[src/rtl/fetch_unit_if.sv]
// Fetch-stage bus bundle: execute redirect, instruction-memory read port and decode handshake.
// The master modport is the fetch unit's view; the slave modport is the surrounding pipeline's view.
interface fetch_unit_if;
  logic        e_pcsrc;
  logic [31:0] e_target;
  logic        imem_req;
  logic [31:0] imem_addr;
  logic [31:0] imem_rdata;
  logic        d_valid;
  logic        d_ready;
  logic [31:0] d_instr;
  logic [31:0] d_pc;
  logic [31:0] d_pcplus4;

  modport master (
    input  e_pcsrc, e_target, imem_rdata, d_ready,
    output imem_req, imem_addr, d_valid, d_instr, d_pc, d_pcplus4
  );

  modport slave (
    output e_pcsrc, e_target, imem_rdata, d_ready,
    input  imem_req, imem_addr, d_valid, d_instr, d_pc, d_pcplus4
  );
endinterface

[src/rtl/fetch_unit.sv]
// Instruction fetch: PC, sequential requests to a 1-cycle synchronous imem, 2-entry queue to decode.
// Execute-stage redirects reload the PC and flush the queue and any in-flight response.
module fetch_unit #(
  parameter logic [31:0] RESET_PC = 32'h0000_0000
) (
  input  logic         clk,
  input  logic         rst_n,
  fetch_unit_if.master bus
);
  localparam int unsigned XLEN = 32;

  typedef enum logic {BOOT, RUN} state_t;

  state_t            state, state_nxt;
  logic [XLEN-1:0]   pc, pc_nxt;
  logic [XLEN-1:0]   issue_pc;
  logic [1:0]        count, count_nxt;
  logic              inflight, inflight_nxt;
  logic              kill, kill_nxt;
  logic              head, head_nxt;
  logic              tail, tail_nxt;
  logic [XLEN-1:0]   q_instr [2];
  logic [XLEN-1:0]   q_pc    [2];

  logic              redirect;
  logic              pop;
  logic              issue;
  logic              wr;
  logic [2:0]        occ;

  assign redirect = (state == RUN) & bus.e_pcsrc;
  assign pop      = (count != 2'd0) & bus.d_ready & ~bus.e_pcsrc;
  // Occupancy after this cycle's pop, counting the response still on its way.
  assign occ      = 3'(count) + 3'(inflight) - 3'(pop);

  always_ff @(posedge clk or negedge rst_n) begin
    if (!rst_n) begin
      state    <= BOOT;
      pc       <= RESET_PC;
      count    <= 2'd0;
      inflight <= 1'b0;
      kill     <= 1'b0;
      head     <= 1'b0;
      tail     <= 1'b0;
    end else begin
      state    <= state_nxt;
      pc       <= pc_nxt;
      count    <= count_nxt;
      inflight <= inflight_nxt;
      kill     <= kill_nxt;
      head     <= head_nxt;
      tail     <= tail_nxt;
    end
  end

  always_comb begin
    state_nxt    = state;
    pc_nxt       = pc;
    count_nxt    = count;
    inflight_nxt = 1'b0;
    kill_nxt     = 1'b0;
    head_nxt     = head;
    tail_nxt     = tail;
    issue        = 1'b0;
    wr           = 1'b0;
    case (state)
      BOOT: state_nxt = RUN;
      RUN: begin
        if (redirect) begin
          // Redirect wins over pop, response write and issue.
          pc_nxt    = bus.e_target & 32'hFFFF_FFFC;
          count_nxt = 2'd0;
          head_nxt  = 1'b0;
          tail_nxt  = 1'b0;
          kill_nxt  = inflight;
        end else begin
          wr    = inflight & ~kill;
          issue = (occ < 3'd2);
          if (issue) pc_nxt = pc + 32'd4;
          if (pop)   head_nxt = ~head;
          if (wr)    tail_nxt = ~tail;
          count_nxt    = 2'(3'(count) + 3'(wr) - 3'(pop));
          inflight_nxt = issue;
        end
      end
      default: state_nxt = BOOT;
    endcase
  end

  // Tag each request with its address so the response can be paired with it.
  always_ff @(posedge clk or negedge rst_n) begin
    if (!rst_n) begin
      issue_pc <= 32'd0;
    end else if (issue) begin
      issue_pc <= pc;
    end
  end

  always_ff @(posedge clk or negedge rst_n) begin
    if (!rst_n) begin
      for (int i = 0; i < 2; i++) begin
        q_instr[i] <= 32'd0;
        q_pc[i]    <= 32'd0;
      end
    end else if (wr) begin
      q_instr[tail] <= bus.imem_rdata;
      q_pc[tail]    <= issue_pc;
    end
  end

  assign bus.imem_req  = issue;
  assign bus.imem_addr = pc;
  assign bus.d_valid   = (count != 2'd0);
  assign bus.d_instr   = q_instr[head];
  assign bus.d_pc      = q_pc[head];
  assign bus.d_pcplus4 = q_pc[head] + 32'd4;
endmodule

[src/flat_wrapper.sv]
// flat-port wrapper written by rule: the top's interface ports become plain ports
module fetch_unit_flat 
#(
  parameter logic [31:0] RESET_PC = 32'h0000_0000
)
  (clk, rst_n, bus_e_pcsrc, bus_e_target, bus_imem_rdata, bus_d_ready, bus_imem_req, bus_imem_addr, bus_d_valid, bus_d_instr, bus_d_pc, bus_d_pcplus4);
  fetch_unit_if bus_i ();
  input  logic clk;
  input  logic rst_n;
  input wire logic [$bits(bus_i.e_pcsrc)-1:0] bus_e_pcsrc;
  input wire logic [$bits(bus_i.e_target)-1:0] bus_e_target;
  input wire logic [$bits(bus_i.imem_rdata)-1:0] bus_imem_rdata;
  input wire logic [$bits(bus_i.d_ready)-1:0] bus_d_ready;
  output wire logic [$bits(bus_i.imem_req)-1:0] bus_imem_req;
  output wire logic [$bits(bus_i.imem_addr)-1:0] bus_imem_addr;
  output wire logic [$bits(bus_i.d_valid)-1:0] bus_d_valid;
  output wire logic [$bits(bus_i.d_instr)-1:0] bus_d_instr;
  output wire logic [$bits(bus_i.d_pc)-1:0] bus_d_pc;
  output wire logic [$bits(bus_i.d_pcplus4)-1:0] bus_d_pcplus4;
  assign bus_i.e_pcsrc = bus_e_pcsrc;
  assign bus_i.e_target = bus_e_target;
  assign bus_i.imem_rdata = bus_imem_rdata;
  assign bus_i.d_ready = bus_d_ready;
  assign bus_imem_req = bus_i.imem_req;
  assign bus_imem_addr = bus_i.imem_addr;
  assign bus_d_valid = bus_i.d_valid;
  assign bus_d_instr = bus_i.d_instr;
  assign bus_d_pc = bus_i.d_pc;
  assign bus_d_pcplus4 = bus_i.d_pcplus4;
  fetch_unit #(.RESET_PC(RESET_PC)) u_core (.clk(clk), .rst_n(rst_n), .bus(bus_i));
endmodule
[config.mk]
export PLATFORM = sky130hd
export DESIGN_NAME = fetch_unit_flat
export DESIGN_NICKNAME = d
export VERILOG_FILES = /design/src/rtl/fetch_unit_if.sv /design/src/rtl/fetch_unit.sv /design/src/flat_wrapper.sv
export SDC_FILE = /design/constraint.sdc
export NUM_CORES = 1
export LEC_CHECK = 0
export ABC_AREA = 1
export CAP_MARGIN = 20
export CORE_MARGIN = 1.5
export CORE_UTILIZATION = 46
export CTS_CLUSTER_DIAMETER = 120
export CTS_CLUSTER_SIZE = 28
export DETAILED_ROUTE_END_ITERATION = 16
export GPL_TIMING_DRIVEN = 0
export PLACE_DENSITY_LB_ADDON = 0.3
export SYNTH_ARGS = -nofsm -noshare
export SYNTH_HDL_FRONTEND = slang
export SYNTH_SLANG_ARGS = --single-unit
export TNS_END_PERCENT = 1
[constraint.sdc]
create_clock -name clk -period 5.95 [get_ports clk]
set_input_delay 0.8925 -clock clk [delete_from_list [all_inputs] [get_ports clk]]
set_output_delay 0.8925 -clock clk [all_outputs]
set_load 0.05 [all_outputs]
Yosys cells after proc, flatten, opt, wreduce, memory -nomap -nowiden --
Cells that the tools add are included.
Word-level totals: register bits 199, bits of input ports 68, output and inout port bits 130
Cells by class: add/sub/neg operators 6, magnitude comparators 4, muxes and demuxes 23, bitwise logic cells 10, reduce and logical (&&, ||, !) cells 8
Operator list (count):
- 2-to-1 mux 32 bit | 9
- bitwise mux 64 bit | 2
- adder 32 x 3 -> 32 bit, second input constant | 2
- demux 32 bit (select 1 bit) | 1
- 2-to-1 mux 1 bit | 10
- nonzero test 2 bit | 4
- AND reduction 2 bit | 3
- bitwise AND 1 bit | 4
- greater-or-equal comparator 2 bit, second input constant | 2
- inverter 1 bit | 4
- inverter 1 -> 2 bit | 2
- adder 2 x 1 -> 3 bit | 1
- less-than comparator 3 x 2 -> 1 bit, second input constant | 1
- subtractor 3 x 1 -> 3 bit | 1
- adder 2 x 1 -> 2 bit | 1
- less-than comparator 2 x 1 -> 1 bit, second input constant | 1
- 2-to-1 mux 2 bit | 1
- subtractor 2 x 1 -> 2 bit | 1
- logical AND 1 bit | 1

Longest topological paths before layout --
Gate-level depths: netlist of run 1.
depth after elaboration 7, mapped depth 17

Least setup slack after synthesis of run 1 --
Ideal clock, no wire load.
path kind flip-flop to output port, from reg u_core.head, to out bus_d_pcplus4[17], arrival time 2.990 ns, data required time 5.058 ns, path slack 2.068 ns, stages on the path, launching flop included 7, cells stage by stage dfrtp_1 buf_6 o21ai_0 nor2_4 nand2_2 nor2_1 xor2_1
Between the ends: longest elaborated chain between the ends 5
Ends and longest elaborated chain:
- from (decl) | RTL line fetch_unit.sv:20 | logic head, head_nxt;
- from (signal assigned) | RTL line fetch_unit.sv:51 | head <= head_nxt;
- inverter 1 -> 2 bit (not written as such) | RTL line fetch_unit.sv:116 | assign bus.d_pcplus4 = q_pc[head] + 32'd4;
- 2-to-1 mux 32 bit (not written as such) (3 in series) | RTL line fetch_unit.sv:116
- adder 32 x 3 -> 32 bit | RTL line fetch_unit.sv:116
- to (decl) | RTL line flat_wrapper.sv:19 | output wire logic [$bits(bus_i.d_pcplus4)-1:0] bus_d_pcplus4;
No other way between the ends. The select of a mux whose other input is x is not followed.

Worst setup path after layout of run 1 --
from in bus_d_ready, to out bus_imem_req
Between the ends: longest elaborated chain between the ends 6
Ends and longest elaborated chain:
- from (decl) | RTL line flat_wrapper.sv:13 | input wire logic [$bits(bus_i.d_ready)-1:0] bus_d_ready;
- bitwise AND 1 bit (2 in series) | RTL line fetch_unit.sv:32 | assign pop = (count != 2'd0) & bus.d_ready & ~bus.e_pcsrc;
- subtractor 3 x 1 -> 3 bit | RTL line fetch_unit.sv:34 | assign occ = 3'(count) + 3'(inflight) - 3'(pop);
- less-than comparator 3 x 2 -> 1 bit | RTL line fetch_unit.sv:78 | issue = (occ < 3'd2);
- 2-to-1 mux 1 bit | RTL line fetch_unit.sv:69 | if (redirect) begin
- 2-to-1 mux 1 bit | RTL line fetch_unit.sv:66 | case (state)
- to (decl) | RTL line flat_wrapper.sv:14 | output wire logic [$bits(bus_i.imem_req)-1:0] bus_imem_req;
No other way between the ends.

==> results.cfg, run 1 <==
[global_routing]
grt_pass1_wl_um = 47380
grt_overflow_total = 0
grt_max_degree = 130
grt_pass1_vias = 9424
grtUsageTotal_pct = 25.12
antenna_found_initial = 0

[clock_tree]
htree_levels = 4
numCtsBuffers = 17
clock_path_buffers = 2
cts.reportedPaths.clkPinSlew_ns = 0.07
cts_tree = yes
cts-root-buf = clkbuf_16
clock_sinks = 191
clkLatencyLatePin_ns = 0.43
post_cts_buffers = 0
cts.repair.resized = 0
postCtsHoldBufs = 0

[die]
die_w_um = 153.5
io_pins = 198
core_um2 = 22030
dieArea_um2 = 23550
initial_utilization_pct = 47.28
dieHeight_um = 153.5
core.rowCount = 54

[setup_path]
setup.worst_path.class = in2out
worstPathCellList = clkdlybuf4s50_1, nand2_1, nor2_1, ha_1, inv_1, nand2_1, fa_1, nand2_1, inv_1, nand3_2, nor2_2, buf_2, clkdlybuf4s50_1
reg2regPathDepth = 14
slowest_stage = clkdlybuf4s50_1
critical_path_required_ns = 5.06
start_kind = input pin
endpoint_kind = primary output
crit_top_cell = nand2_1
worst-r2r-setup-slack_ns = 2.87
critPathMaxStageDelay_ns = 0.84
crit_start = bus_d_ready
cp.depth = 13
r2r-start = u_core.count[1]
cp_num_buf_inv = 5
crit_family = buffers and inverters
critPathArrivalTime_ns = 4.37
worstPathMaxFanout = 11

[sta]
maxSlewViolCount = 0
fmax_mhz = 189.9
worst_hold_slack_ns = 0.3773
fin_crit_sh_pct = 88.52
rsz0062_at_grt = false
skew_ns = 0.01024
worst_slew_pin_slew_ns = 0.6581
final-setup-viol-count = 0
hold_viol = 0
slew_headroom_pct = 56.13
layout_setup_ws_ns = 0.6832
fin_crit_ns = 5.267

[power_and_ir_drop]
combPwrFrac_pct = 60.1
p_per_area_nw_per_um2 = 633.9
switchingPower_mw = 4.473
power.internal_mw = 3.957
p_sw_share_pct = 53.06
power_frac_seq_pct = 26.5
ir_drop_mv = 0.3333
power_frac_clock_pct = 13.3
power_leakage_nw = 6.410

[placed_design]
io_buffers = 189
post-place-ws_ns = 0.6992
place_congestion = 0.9446
dp_hpwl_um = 22010

[cells_and_area]
layout-drive-gt1-share_pct = 7.130
finalNetCount = 1772
area_delta_synth_final_pct = 27.72
diodes = 0

[yosys]
yosys_warnings = 0
synth_compound_area_share_pct = 9.516
synth.area.mux_share_pct = 0
ys_ff_latch = 191
seq_area_frac_synth_pct = 45.90
synth.distinct_cells = 38
synth_xor_xnor_area_share_pct = 1.346
synth_top_family_by_area = simple AND/OR/NAND/NOR gates
synthSimpleGateAreaFrac_pct = 33.10
synth_area_um2 = 10410
postSynthAreaPerCell_um2 = 7.017
syn_inst = 1484
synth-adder-area-share_pct = 0.7930

[run]
drv_cap = 0

[drt]
num_vias = 9964
drt_iter0_markers = 700
drt_wl_total_um = 28880
wl_per_cell_um = 14.50
drc = 0
ant_nets = 0
first_pass_iters = 5
vias_per_cell = 5.005

[outcome]
status = finished clean

[hold_path]
hp-class = in2async
## flip-flops by register name, indices dropped and copies added, names as in the netlist
name and count:
u_core.count 2, u_core.kill 1, u_core.q_pc 60, u_core.tail 1
u_core.issue_pc 30, u_core.state 1, u_core.head 1, u_core.bus.imem_addr 30
u_core.q_instr 64, u_core.inflight 1
## power by group through the flow
stage	clock network [mW]	registers [mW]	logic, mW
3_5_place_dp	0	2.25	5.07
4_1_cts	1.14	2.23	5.09
3_3_place_gp	0	2.23	5.01
2_1_floorplan	0	2.40	3.24
5_1_grt	1.19	2.31	5.47
6_report	1.12	2.24	5.07
## stage by stage
| step | setup TNS, ns | util [%] | instances | power (mW) | instance area, um2 |
|---|---|---|---|---|---|
| 6_report | 0 | 60.38 | 1991 | 8.431 | 13300 |
| 5_1_grt | 0 | 60.38 | 1991 | 8.971 | 13300 |
| 4_1_cts | 0 | 60.38 | 1991 | 8.449 | 13300 |
| 3_5_place_dp | 0 | 57.69 | 1959 | 7.316 | 12710 |
| 3_3_place_gp | -702.18 | 57.54 | 1958 | 7.236 | 12670 |
| 2_1_floorplan | 0 | - | 1489 | 5.638 | 10430 |
## final cells by class
cell class | instances | area, um2
flip-flops and latches | 191 | 4780
clock buffers | 17 | 425.4
well taps | 280 | 350.3
multi-input cells | 1072 | 4687
clock inverters | 15 | 167.7
fillers | 2016 | 8726
repair buffers | 190 | 1924
plain buffers | 65 | 359.1
inverters | 161 | 606.8
## worst reg2reg max path, delay by kind of cell (launching register included)
family          cells  cell delay, ns
compound gates      1            0.14
fa+ha+maj           2            0.78
buf+inv             4            0.59
flops               1            0.41
simple gates        7            1.02
## cell families after synthesis
kind of cell    Yosys count
simple gates            850
buf+inv                 226
compound gates          193
flops                   191
xor+xnor                 16
fa+ha+maj                 6
other cells               2
## path summary, 6_finish.rpt
path                                            to
max                                   bus_imem_req
min                        u_core.bus.imem_addr[2]
max reg2reg                    u_core.issue_pc[20]
min reg2reg                        u_core.q_pc[38]
max in group asynchronous          u_core.q_pc[26]
min in group clk                   u_core.q_pc[38]
## routing by layer
layer	global-route usage, %	wire length (um)	share of wire [%]	up-vias
met5	0	0	0	-
met4	7.258	488	1.7	0
met3	4.168	1540	5.3	36
met2	41.08	13490	47	315
met1	34.49	13360	46	4612
li1	-	-	-	5001
## Yosys cell counts (all sizes together)
| cell type | number | area, um2 |
|---|---|---|
| inv | 160 | 603.1 |
| nand3 | 56 | 285.3 |
| clkbuf | 25 | 93.84 |
| a31oi | 1 | 6.260 |
| nand3b | 1 | 7.510 |
| fa | 1 | 20.02 |
| nor2 | 150 | 630.6 |
| o22ai | 2 | 12.51 |
| o21ai | 171 | 859.6 |
| nand4 | 11 | 68.82 |
| o31ai | 1 | 7.510 |
| a21oi | 12 | 60.06 |
| nor3 | 2 | 10.01 |
| ha | 5 | 62.56 |
| conb | 2 | 7.510 |
| o211ai | 2 | 15.01 |
| clkinv | 1 | 3.750 |
| buf | 40 | 265.3 |
| o21bai | 3 | 22.52 |
| xnor2 | 3 | 26.28 |
| dfrtp | 191 | 4780 |
| o21a | 1 | 7.510 |
| xor2 | 13 | 113.9 |
| or2 | 1 | 6.260 |
| nand2 | 629 | 2439 |
## cell usage in the layout (no fill, tap or decap), drive strengths merged
cell type	count
clkbuf	42
o21bai	3
a21oi	12
nor2	150
xor2	13
xnor2	3
clkdlybuf4s50	188
nand3	56
a31oi	1
buf	42
o21ai	171
nand4	11
conb	7
nor3	2
o211ai	2
nand3b	1
dfrtp	191
o31ai	1
clkinv	7
o21a	1
nand2	629
fa	1
inv	169
ha	5
or2	1
o22ai	2
(Power assumes the default switching activity.)
==> run 2, diff against run 1 <==
--- a/config.mk
+++ b/config.mk
@@ -13,7 +13,7 @@
 export CTS_CLUSTER_SIZE = 28
 export DETAILED_ROUTE_END_ITERATION = 16
 export GPL_TIMING_DRIVEN = 0
-export PLACE_DENSITY_LB_ADDON = 0.3
+export PLACE_DENSITY_LB_ADDON = 0.2
 export SYNTH_ARGS = -nofsm -noshare
 export SYNTH_HDL_FRONTEND = slang
 export SYNTH_SLANG_ARGS = --single-unit
==> run 2 against run 1 <==
Compared with the run above:
- fmax down 0.36%
- worst hold slack better by 0.021 ns
- total power increased by 0.25%
- cell area is essentially flat
- global-route usage about the same
- via count is 0.78% higher
- first-iteration DRC count shrank 10%
==> results.cfg, run 2 (synthesis results as in run 1) <==
[power_and_ir_drop]
power_frac_clock_pct = 13.6
p_total_mw = 8.452
power.internal_mw = 3.992
p_sw_share_pct = 52.77
combPwrFrac_pct = 60.0
switchingPower_mw = 4.460
p_per_area_nw_per_um2 = 635.5
power_leakage_nw = 6.406
power_frac_seq_pct = 26.4
ir_drop_mv = 0.3227

[sta]
fmax_mhz = 189.2
maxSlewViolCount = 0
skew_ns = 0.01386
fin_crit_sh_pct = 88.83
final-setup-viol-count = 0
rsz0062_at_grt = false
final.setup.tns_ns = 0
hold_viol = 0
fin_crit_ns = 5.286
worst_slew_pin_slew_ns = 0.6711
slew_headroom_pct = 55.26
layout_setup_ws_ns = 0.6644

[cells_and_area]
largest_register = u_core.q_instr
seq_area_um2 = 4780
diodes = 0
area_delta_synth_final_pct = 27.71
reg.largest.list = u_core.q_instr (64), u_core.q_pc (60)
fin_util_pct = 60.38
multi_input_area_um2 = 4687
layout-drive-gt1-share_pct = 7.072
largest_register_ffs = 64
mostFrequentLayoutCell = nand2_1
layout_common_cells = nand2_1 (602), dfrtp_1 (191), clkdlybuf4s50_1 (188)
finalNetCount = 1772
fill_cells = 2057

[drt]
wl_met3_um = 1658
drt_wl_total_um = 29100
drc = 0
first_pass_iters = 7
met2WireLength_um = 13420
drt_iter0_markers = 627
wl_per_cell_um = 14.62
met1_length_um = 13530
ant_nets = 0
vias_per_cell = 5.044
num_vias = 10042
routed.top_layer = met4

[hold_path]
hp-class = in2async

[clock_tree]
cts.reportedPaths.clkPinSlew_ns = 0.08
clock_sinks = 191
clkLatencyLatePin_ns = 0.44
numCtsBuffers = 17
cts-root-buf = clkbuf_16
postCtsHoldBufs = 0
post_cts_buffers = 0
htree_levels = 4
cts.repair.resized = 0
cts_tree = yes
clock_path_buffers = 2

[die]
core.rowCount = 54
io_pins = 198
dieArea_um2 = 23550
dieHeight_um = 153.5
die_w_um = 153.5
initial_utilization_pct = 47.28
core_um2 = 22030

[setup_path]
crit_start = bus_d_ready
setup.worst_path.class = in2out
start_kind = input pin
r2r-start = u_core.count[1]
rr_endpoint = u_core.issue_pc[31]
endpoint_kind = primary output
reg2regPathDepth = 14
worst-r2r-setup-slack_ns = 2.84
critical_path_required_ns = 5.06
critPathArrivalTime_ns = 4.39
worstPathMaxFanout = 11

[run]
drv_cap = 0

[global_routing]
grt_pass1_wl_um = 47350
grt_overflow_total = 0
antenna_found_initial = 0
grtUsageTotal_pct = 25.15
grt_max_degree = 128
grt_pass1_vias = 9393

[placed_design]
place_congestion = 0.9295
dp_hpwl_um = 21850
post-place-ws_ns = 0.6848
io_buffers = 189

[outcome]
status = finished clean
run 2: worst max-delay path by stage:
stage | to | slack, ns | depth (start not counted)
final | bus_imem_req | 0.66 | 13
after global routing | bus_imem_req | 0.47 | 13
after CTS | bus_imem_req | 0.67 | 13
after detailed placement | bus_imem_req | 0.68 | 13
after global placement | u_core.q_instr[41] | -3.84 | 1
after floorplan | bus_d_pcplus4[17] | 2.07 | 6
run 2: per-layer routing:
layer	track usage [%]	vias up
li1	-	5004
met1	34.62	4684
met2	40.87	319
met3	4.508	35
met4	7.074	0
met5	0	-
run 2: power groups by stage:
stage          logic, mW  registers, mW  clock network, mW
2_1_floorplan       3.24           2.40                  0
3_3_place_gp        5.01           2.23                  0
3_5_place_dp        5.07           2.24                  0
4_1_cts             5.09           2.22               1.16
5_1_grt             5.46           2.31               1.21
6_report            5.07           2.23               1.15
run 2: through the flow:
step           area, um2  instances  hold WS [ns]
6_report           13300       1991        0.3981
5_1_grt            13300       1991        0.4350
4_1_cts            13300       1991        0.4183
3_5_place_dp       12710       1959        0.4680
3_3_place_gp       12670       1958        0.4612
2_1_floorplan      10430       1489        0.4457
run 2: critical path, stage by stage:
cell             delay, ns
clkdlybuf4s50_1       0.49
nand2_1               0.06
nor2_1                0.09
ha_1                  0.23
inv_1                 0.08
nand2_1               0.07
fa_1                  0.50
nand2_1               0.05
inv_1                 0.07
nand3_2               0.24
nor2_2                0.46
buf_2                 0.30
clkdlybuf4s50_1       0.84
run 2: final cells by class:
type                    count  area share, %
clock buffers              18          3.227
clock inverters            14          1.223
inverters                 161          4.563
well taps                 280          2.634
plain buffers              65          2.700
repair buffers            190          14.47
multi-input cells        1072          35.24
flip-flops and latches    191          35.94
